===== src/rtl/i2c_pkg.sv =====
// Shared I2C definitions: FSM state encoding, bus-level constants and byte geometry.
package i2c_pkg;

  localparam int   BYTE_W = 8;
  localparam int   RW_BIT = 0;
  localparam logic ACK    = 1'b0;
  localparam logic NACK   = 1'b1;

  typedef enum logic [2:0] {
    ST_IDLE,
    ST_ADDR,
    ST_ADDR_ACK,
    ST_WR_BYTE,
    ST_WR_ACK,
    ST_RD_BYTE,
    ST_RD_ACK,
    ST_IGNORE
  } i2c_state_e;

endpackage


===== src/rtl/i2c_bus_sync.sv =====
// Oversamples SCL/SDA into the clk domain and flags SCL edges plus START/STOP conditions.
module i2c_bus_sync #(
  parameter int SYNC_STAGES = 2
) (
  input  logic clk,
  input  logic reset,
  input  logic scl,
  input  logic sda_in,
  output logic scl_rise,
  output logic scl_fall,
  output logic start,
  output logic stop,
  output logic sda_s
);

  logic [SYNC_STAGES-1:0] scl_sync_q;
  logic [SYNC_STAGES-1:0] sda_sync_q;
  logic                   scl_prev_q;
  logic                   sda_prev_q;
  logic                   scl_s;

  // Chains reset to the idle-bus level so release of reset never fakes an edge on SDA.
  always_ff @(posedge clk) begin
    if (!reset) begin
      scl_sync_q <= '1;
      sda_sync_q <= '1;
      scl_prev_q <= 1'b1;
      sda_prev_q <= 1'b1;
    end else begin
      scl_sync_q <= {scl_sync_q[SYNC_STAGES-2:0], scl};
      sda_sync_q <= {sda_sync_q[SYNC_STAGES-2:0], sda_in};
      scl_prev_q <= scl_sync_q[SYNC_STAGES-1];
      sda_prev_q <= sda_sync_q[SYNC_STAGES-1];
    end
  end

  assign scl_s    = scl_sync_q[SYNC_STAGES-1];
  assign sda_s    = sda_sync_q[SYNC_STAGES-1];
  assign scl_rise = scl_s & ~scl_prev_q;
  assign scl_fall = ~scl_s & scl_prev_q;
  assign start    = scl_s & scl_prev_q & sda_prev_q & ~sda_s;
  assign stop     = scl_s & scl_prev_q & ~sda_prev_q & sda_s;

endmodule


===== src/rtl/i2c_slave_responder.sv =====
// I2C target exposing one 16-bit read word and one 16-bit write word at a single address.
module i2c_slave_responder
  import i2c_pkg::*;
#(
  parameter logic [6:0] SLAVE_ADDR  = 7'h50,
  parameter int         SYNC_STAGES = 2
) (
  input  logic        clk,
  input  logic        reset,
  input  logic        scl,
  input  logic        sda_in,
  output logic        sda_oe,
  input  logic [15:0] rd_data,
  output logic [15:0] wr_data,
  output logic        wr_valid,
  output logic        busy
);

  logic scl_rise, scl_fall, start_det, stop_det, sda_s;

  i2c_bus_sync #(.SYNC_STAGES(SYNC_STAGES)) u_bus_sync (
    .clk      (clk),
    .reset    (reset),
    .scl      (scl),
    .sda_in   (sda_in),
    .scl_rise (scl_rise),
    .scl_fall (scl_fall),
    .start    (start_det),
    .stop     (stop_det),
    .sda_s    (sda_s)
  );

  i2c_state_e        state_q, state_d;
  logic [3:0]        bit_cnt_q, bit_cnt_d;
  logic              ptr_q, ptr_d;
  logic              sda_oe_q, sda_oe_d;
  logic              busy_q, busy_d;
  logic              wr_valid_q, wr_valid_d;
  logic [15:0]       wr_data_q, wr_data_d;
  logic [15:0]       shadow_q, shadow_d;
  logic [BYTE_W-1:0] shift_q, shift_d;
  logic [BYTE_W-1:0] shift_in, rd_byte;

  assign shift_in = {shift_q[BYTE_W-2:0], sda_s};
  assign rd_byte  = ptr_q ? shadow_q[7:0] : shadow_q[15:8];

  always_ff @(posedge clk) begin
    if (!reset) begin
      state_q    <= ST_IDLE;
      bit_cnt_q  <= 4'd0;
      ptr_q      <= 1'b0;
      sda_oe_q   <= 1'b0;
      busy_q     <= 1'b0;
      wr_valid_q <= 1'b0;
      wr_data_q  <= 16'h0000;
    end else begin
      state_q    <= state_d;
      bit_cnt_q  <= bit_cnt_d;
      ptr_q      <= ptr_d;
      sda_oe_q   <= sda_oe_d;
      busy_q     <= busy_d;
      wr_valid_q <= wr_valid_d;
      wr_data_q  <= wr_data_d;
    end
  end

  always_ff @(posedge clk) begin
    shift_q  <= shift_d;
    shadow_q <= shadow_d;
  end

  // In the ACK states sda_oe_q doubles as the phase flag: first SCL fall drives, second ends the slot.
  always_comb begin
    state_d    = state_q;
    bit_cnt_d  = bit_cnt_q;
    ptr_d      = ptr_q;
    sda_oe_d   = sda_oe_q;
    busy_d     = busy_q;
    wr_valid_d = 1'b0;
    wr_data_d  = wr_data_q;
    shadow_d   = shadow_q;
    shift_d    = shift_q;
    if (start_det) begin
      state_d   = ST_ADDR;
      bit_cnt_d = 4'd0;
      ptr_d     = 1'b0;
      sda_oe_d  = 1'b0;
    end else if (stop_det) begin
      state_d  = ST_IDLE;
      sda_oe_d = 1'b0;
      busy_d   = 1'b0;
    end else begin
      case (state_q)
        ST_ADDR: begin
          if (scl_rise) begin
            shift_d   = shift_in;
            bit_cnt_d = bit_cnt_q + 4'd1;
            if (bit_cnt_q == 4'd7) begin
              bit_cnt_d = 4'd0;
              if (shift_in[7:1] == SLAVE_ADDR) begin
                state_d = ST_ADDR_ACK;
                busy_d  = 1'b1;
                if (shift_in[RW_BIT]) shadow_d = rd_data;
              end else begin
                state_d = ST_IGNORE;
              end
            end
          end
        end
        ST_ADDR_ACK: begin
          if (scl_fall) begin
            if (!sda_oe_q) begin
              sda_oe_d = 1'b1;
            end else if (shift_q[RW_BIT]) begin
              state_d   = ST_RD_BYTE;
              sda_oe_d  = ~rd_byte[7];
              bit_cnt_d = 4'd0;
            end else begin
              state_d   = ST_WR_BYTE;
              sda_oe_d  = 1'b0;
              bit_cnt_d = 4'd0;
            end
          end
        end
        ST_WR_BYTE: begin
          if (scl_rise) begin
            shift_d   = shift_in;
            bit_cnt_d = bit_cnt_q + 4'd1;
            if (bit_cnt_q == 4'd7) begin
              bit_cnt_d = 4'd0;
              state_d   = ST_WR_ACK;
              ptr_d     = ~ptr_q;
              if (ptr_q) begin
                wr_data_d[7:0] = shift_in;
                wr_valid_d     = 1'b1;
              end else begin
                wr_data_d[15:8] = shift_in;
              end
            end
          end
        end
        ST_WR_ACK: begin
          if (scl_fall) begin
            if (!sda_oe_q) begin
              sda_oe_d = 1'b1;
            end else begin
              sda_oe_d = 1'b0;
              state_d  = ST_WR_BYTE;
            end
          end
        end
        ST_RD_BYTE: begin
          if (scl_rise) begin
            bit_cnt_d = bit_cnt_q + 4'd1;
          end else if (scl_fall) begin
            if (bit_cnt_q == 4'd8) begin
              sda_oe_d = 1'b0;
              state_d  = ST_RD_ACK;
            end else begin
              sda_oe_d = ~rd_byte[3'd7 - bit_cnt_q[2:0]];
            end
          end
        end
        ST_RD_ACK: begin
          // Counter parks at 8 until the master ACKs; 0 marks "next byte armed".
          if (scl_rise) begin
            if (sda_s == ACK) begin
              ptr_d     = ~ptr_q;
              bit_cnt_d = 4'd0;
            end else begin
              state_d  = ST_IGNORE;
              sda_oe_d = 1'b0;
            end
          end else if (scl_fall && bit_cnt_q == 4'd0) begin
            sda_oe_d = ~rd_byte[7];
            state_d  = ST_RD_BYTE;
          end
        end
        default: ;
      endcase
    end
  end

  assign sda_oe   = sda_oe_q;
  assign wr_data  = wr_data_q;
  assign wr_valid = wr_valid_q;
  assign busy     = busy_q;

endmodule


===== config.mk =====
export PLATFORM = sky130hd
export DESIGN_NAME = i2c_slave_responder
export DESIGN_NICKNAME = d
export VERILOG_FILES = /design/src/rtl/i2c_pkg.sv /design/src/rtl/i2c_bus_sync.sv /design/src/rtl/i2c_slave_responder.sv
export SDC_FILE = /design/constraint.sdc
export NUM_CORES = 1
export LEC_CHECK = 0
export BUFFER_PORTS_ARGS = -buffer_cell sky130_fd_sc_hd__clkbuf_2
export CAP_MARGIN = 20
export CORE_AREA = 2 2 91 58
export DETAILED_ROUTE_END_ITERATION = 7
export DIE_AREA = 0 0 93 60
export PLACE_DENSITY = 0.81
export SLEW_MARGIN = 25
export SYNTH_ARGS = -nofsm -noshare
export SYNTH_HDL_FRONTEND = slang
export SYNTH_HIERARCHICAL = 1
export SYNTH_SLANG_ARGS = --single-unit

===== constraint.sdc =====
create_clock -name clk -period 3.9 [get_ports clk]
set_clock_uncertainty 0.15 [all_clocks]
set_input_delay 0.975 -clock clk [delete_from_list [all_inputs] [get_ports clk]]
set_output_delay 0.975 -clock clk [all_outputs]
set_load 0.05 [all_outputs]

# Word level (Yosys, flattened, before mapping)
# Index checks and enable logic that the tools add are counted.
# word_totals
regBits	56
input_bits	20
output_inout_bits	19
wordCells	155
# op_classes
addsub	2
order_cmp	1
eq_ne	39
muxes	53
bitwise	20
n_reduce_logical	25
# ops
operator	count
$mux 3	16
$ne 4x4->1 const B	11
$mux 4	7
$ne 2x2->1 const B	14
$reduce_and 14->1	2
$mux 1	24
$pmux 3 s6	1
$reduce_and 6->1	3
$pmux 4 s4	1
$reduce_and 7->1	2
$not 1->1	13
$reduce_bool 2->1	5
$eq 3x3->1 const B	3
$mux 8	1
$reduce_and 8->1	1
$reduce_bool 4->1	2
$reduce_bool 8->1	1
$and 1x1->1	7
$eq 7x7->1 const B	1
$eq 3x2->1 const B	2
$reduce_bool 6->1	1
$reduce_or 6->1	1
$ne 5x4->1 const B	1
$ne 5x5->1 const B	1
other kinds (18)	19

# Logic depth before layout (Yosys ltp)
# depth
ltp_word	8
depth_mapped	8

# Hierarchy
# The synthesis kept the hierarchy.
# modules_own_cells
mod	instances	cells_each	area_each_um2	seq_area_each_um2
i2c_slave_responder	1	203	2363.5	1231.2
i2c_bus_sync	1	16	190.2	120.1

# Worst setup path after synthesis
# Ideal clock, no wire load.
# synth_path
kind	flip-flop to flip-flop
start	register bit_cnt_q[1]
end	register shadow_q[0] (enable)
arrival_time_ns	1.780
required_ns	3.376
setup_slack_ns	1.596
stages_incl_launch_ff	6
cell_sequence	dfxtp_1 -> ha_1 -> nand3b_4 -> or2_4 -> nor4_1 -> and3_1
# synth_via
elab_chain_cells	2
# synth_rtl
element	line_no	rtl
start, declared	i2c_slave_responder.sv:34	logic [3:0] bit_cnt_q, bit_cnt_d;
start signal, assigned	i2c_slave_responder.sv:58	bit_cnt_q <= bit_cnt_d;
$eq 4x3->1	i2c_slave_responder.sv:98	if (bit_cnt_q == 4'd7) begin
$reduce_and 7->1 (no line)	n/a	
end signal, assigned	i2c_slave_responder.sv:69	shadow_q <= shadow_d;
end, declared	i2c_slave_responder.sv:40	logic [15:0] shadow_q, shadow_d;
# Every way passes these cells.
# A chain may end at the register's enable or synchronous reset.

# Worst setup path after layout
# layout_path
start	register bit_cnt_q[0]
end	register shadow_q[6] (enable)
# The elaborated chain is that of the path after synthesis.

==> summary.md <==
| Metric | Value |
|---|---|
| Outcome | finished, final reports clean |
| Worst Setup End Kind | register |
| Final Max Slew Viols | 0 |
| WP data arrival | 2500 ps |
| Vias in the first global route | 1,544 |
| Primary FF master, synth | dfxtp_1 |
| Synth top area share | 0.2705 |
| CTS tree | built |
| Setup Fix Bufs, Post-CTS | 0 |
| WS Path Type | register to register |
| P_leak | 0.001126 µW |
| Clk_lat worst skew | 310 ps |
| Register-to-register setup slack | 1210 ps |
| Max VDD drop | 0.0002414 V |
| Io pins | 39 |
| Final #Nets | 276 |
| Startpoint types | register |
| CTS root buf | clkbuf_8 |
| FFs w/ async S/R, synth | 0 |
| Post-synthesis cell area | 2554 µm² |
| Post-route clock period utilization | 0.6898 |
| Fmax | 371.7 MHz |
| Placer congestion estimate | 0.9689 |
| Setup slack after layout | 1210 ps |
| Worst min-delay path category | register to register |
| Yosys warns | 6 |
| Flops & latches, synth | 56 |
| RSZ-0062 raised after global routing | false |
| # setup viols final | 0 |
| Area grow syn2layout | 12.44% |
| Mapped Cells | 219 |
| Die width | 93 µm |
| Placement Setup Slack | 1225 ps |
| First-pass GRT wire length | 7.762 mm |
| Pin count of the biggest net entering global routing | 23 |
| Vias per cell | 5.623 |
| Post_cts resized | 0 |
| Synth area leader | edfxtp_1 |
| Synth unique cells | 54 |
| Final Hold Fails | 0 |
| Antenna cells | 0 |
| Die height | 60 µm |
| Hold-fix buffers, CTS | 0 |
| Post-route antenna net violation count | 0 |
| Port buffer count | 38 |
| Critical path required time | 3710 ps |
| Proportion of layout cells with a drive suffix above 1 | 0.2392 |
| Initial Util | 0.5315 |
| Sequential share of the synthesized area | 0.5292 |
| Post-synth EDFFs | 23 |
| Syn avg cell area | 11.66 µm² |
| Post-DP HPWL | 3.578 mm |
| DRC Markers | 0 |
| Total wire length | 4.871 mm |
| Cts bufs inserted | 5 |
| Initial antenna violation count | 0 |
| CP max FO | 16 |
| Initial DRC Count | 221 |
| Htree depth | 2 |
| Vias | 1,805 |
| Routed len/inst | 15.17 µm |
| PwrDens | 448.0 nW/µm² |
| Synth Net Count | 241 |
| Setup TNS after final layout | 0 ps |
| Fillers | 388 |
| CTS Buffer Depth | 2 |
| Total GRT Usage | 0.1852 |
| Core Footprint | 4805 µm² |
| Worst slew margin | 0.4802 |
| Non-Filler Instances | 321 |
| Worst-Margin Slew | 773.9 ps |
| First-pass DRT Iterations | 4 |
| Die area | 5580 µm² |
| Post-layout min period | 2690 ps |
| Clock Sinks | 56 |
| Max Cap Violations | 0 |
| FP Rows | 20 |
| CTS clk-pin slew, worst paths | 100 ps |
| Total congestion overflow | 0 |
| Placed Instances | 313 |
| Top cells by area, synth | edfxtp_1 27%, dfxtp_1 26%, mux2i_1 7.8% |
cell families after synthesis:
family | after synthesis | synth area share
mux | 24 | 0.1137
compound gates | 36 | 0.1137
buf+inv | 17 | 0.02989
xor+xnor | 2 | 0.006861
simple gates | 82 | 0.1970
fa+ha+maj | 2 | 0.009798
flops | 56 | 0.5292
path summary, 6_finish.rpt:
path,startpoint,end,cells past startpoint
setup / recovery,bit_cnt_q[0],shadow_q[6],5
hold / removal,u_bus_sync/sda_sync_q[0],u_bus_sync/sda_sync_q[1],1
setup reg to reg,bit_cnt_q[0],shadow_q[6],5
hold reg to reg,u_bus_sync/sda_sync_q[0],u_bus_sync/sda_sync_q[1],1
sequential cells by signal (all words and copies together) (netlist names):
signal	count
shadow_q	16
wr_data	16
shift_q	7
bit_cnt_q	4
state_q	3
u_bus_sync/scl_sync_q	2
u_bus_sync/sda_sync_q	2
busy	1
ptr_q	1
sda_oe	1
u_bus_sync/scl_prev_q	1
u_bus_sync/sda_prev_q	1
wr_valid	1
Yosys cell counts (3+ instances only):
cell type / count
nand2b_1: 17
a211oi_1: 4
a21oi_1: 8
and3_1: 3
dfxtp_1: 33
buf_2: 4
nand2_1: 7
nor3_1: 3
nor2b_1: 5
clkbuf_1: 5
nand3_1: 4
inv_1: 6
mux2i_1: 20
mux4_2: 4
edfxtp_1: 23
nor2_1: 24
stage by stage:
stage	cell area, µm²	total power, µW	hold WS [ps]	util
global placement	2776	961.4	240.7	0.5779
floorplan	2554	908.8	236.3	-
finish	2872	1287	270.3	0.5977
global route	2872	1346	283.4	0.5977
detailed placement	2776	970.7	250.7	0.5779
CTS	2867	1283	277.2	0.5966
critical path: stages, from the launching register on:
cell and delay, ps:
dfxtp_1 560, ha_1 300, nand3b_4 100, or2_4 270, nor4_1 310, and3_1 640
placed cells by master, fill, tap and decap left out, types with 2 or more instances in the layout:
cell,instances
nor3_1,2
xor2_1,2
and2_1,2
nand3_1,4
nand4b_1,2
nand2_1,7
nor2_1,24
edfxtp_1,23
a21oi_1,8
o22ai_1,2
o21ai_0,2
inv_1,6
dfxtp_1,33
ha_1,2
a211oi_1,4
mux2i_1,20
a21o_1,2
a41o_1,2
mux4_2,4
nand2b_1,17
nor2b_1,5
and4b_1,2
and3_1,3
clkbuf_8,5
a311oi_1,2
nor4b_2,2
clkbuf_2,38
routing by layer:
| metal | share of wire | up-vias | global-route usage | routed length (µm) |
|---|---|---|---|---|
| met2 | 0.43 | 73 | 0.2588 | 2073 |
| met4 | 0.0070 | 0 | 0.05042 | 34 |
| met3 | 0.090 | 6 | 0.05044 | 436 |
| met1 | 0.48 | 848 | 0.2825 | 2327 |
| met5 | 0 | - | 0 | 0 |
| li1 | - | 878 | - | - |
final cells by class:
cell class	instances	area, µm²	share of cell area
Timing Repair Buffer	38	190.2	0.06623
Multi-Input combinational cell	146	1131	0.3939
Sequential cell	56	1351	0.4706
Tap cell	66	82.58	0.02876
Inverter	7	26.28	0.009150
Clock buffer	5	68.82	0.02397
Clock inverter	3	21.27	0.007407
power by group:
part	leakage (µW)	internal, µW	switching (µW)	total [µW]
clock	0.0000407	127	194	321
combinational	0.000612	118	161	279
sequential	0.000474	626	59.8	686
total	0.00113	871	415	1290
Power figures use the tool's default switching activity.
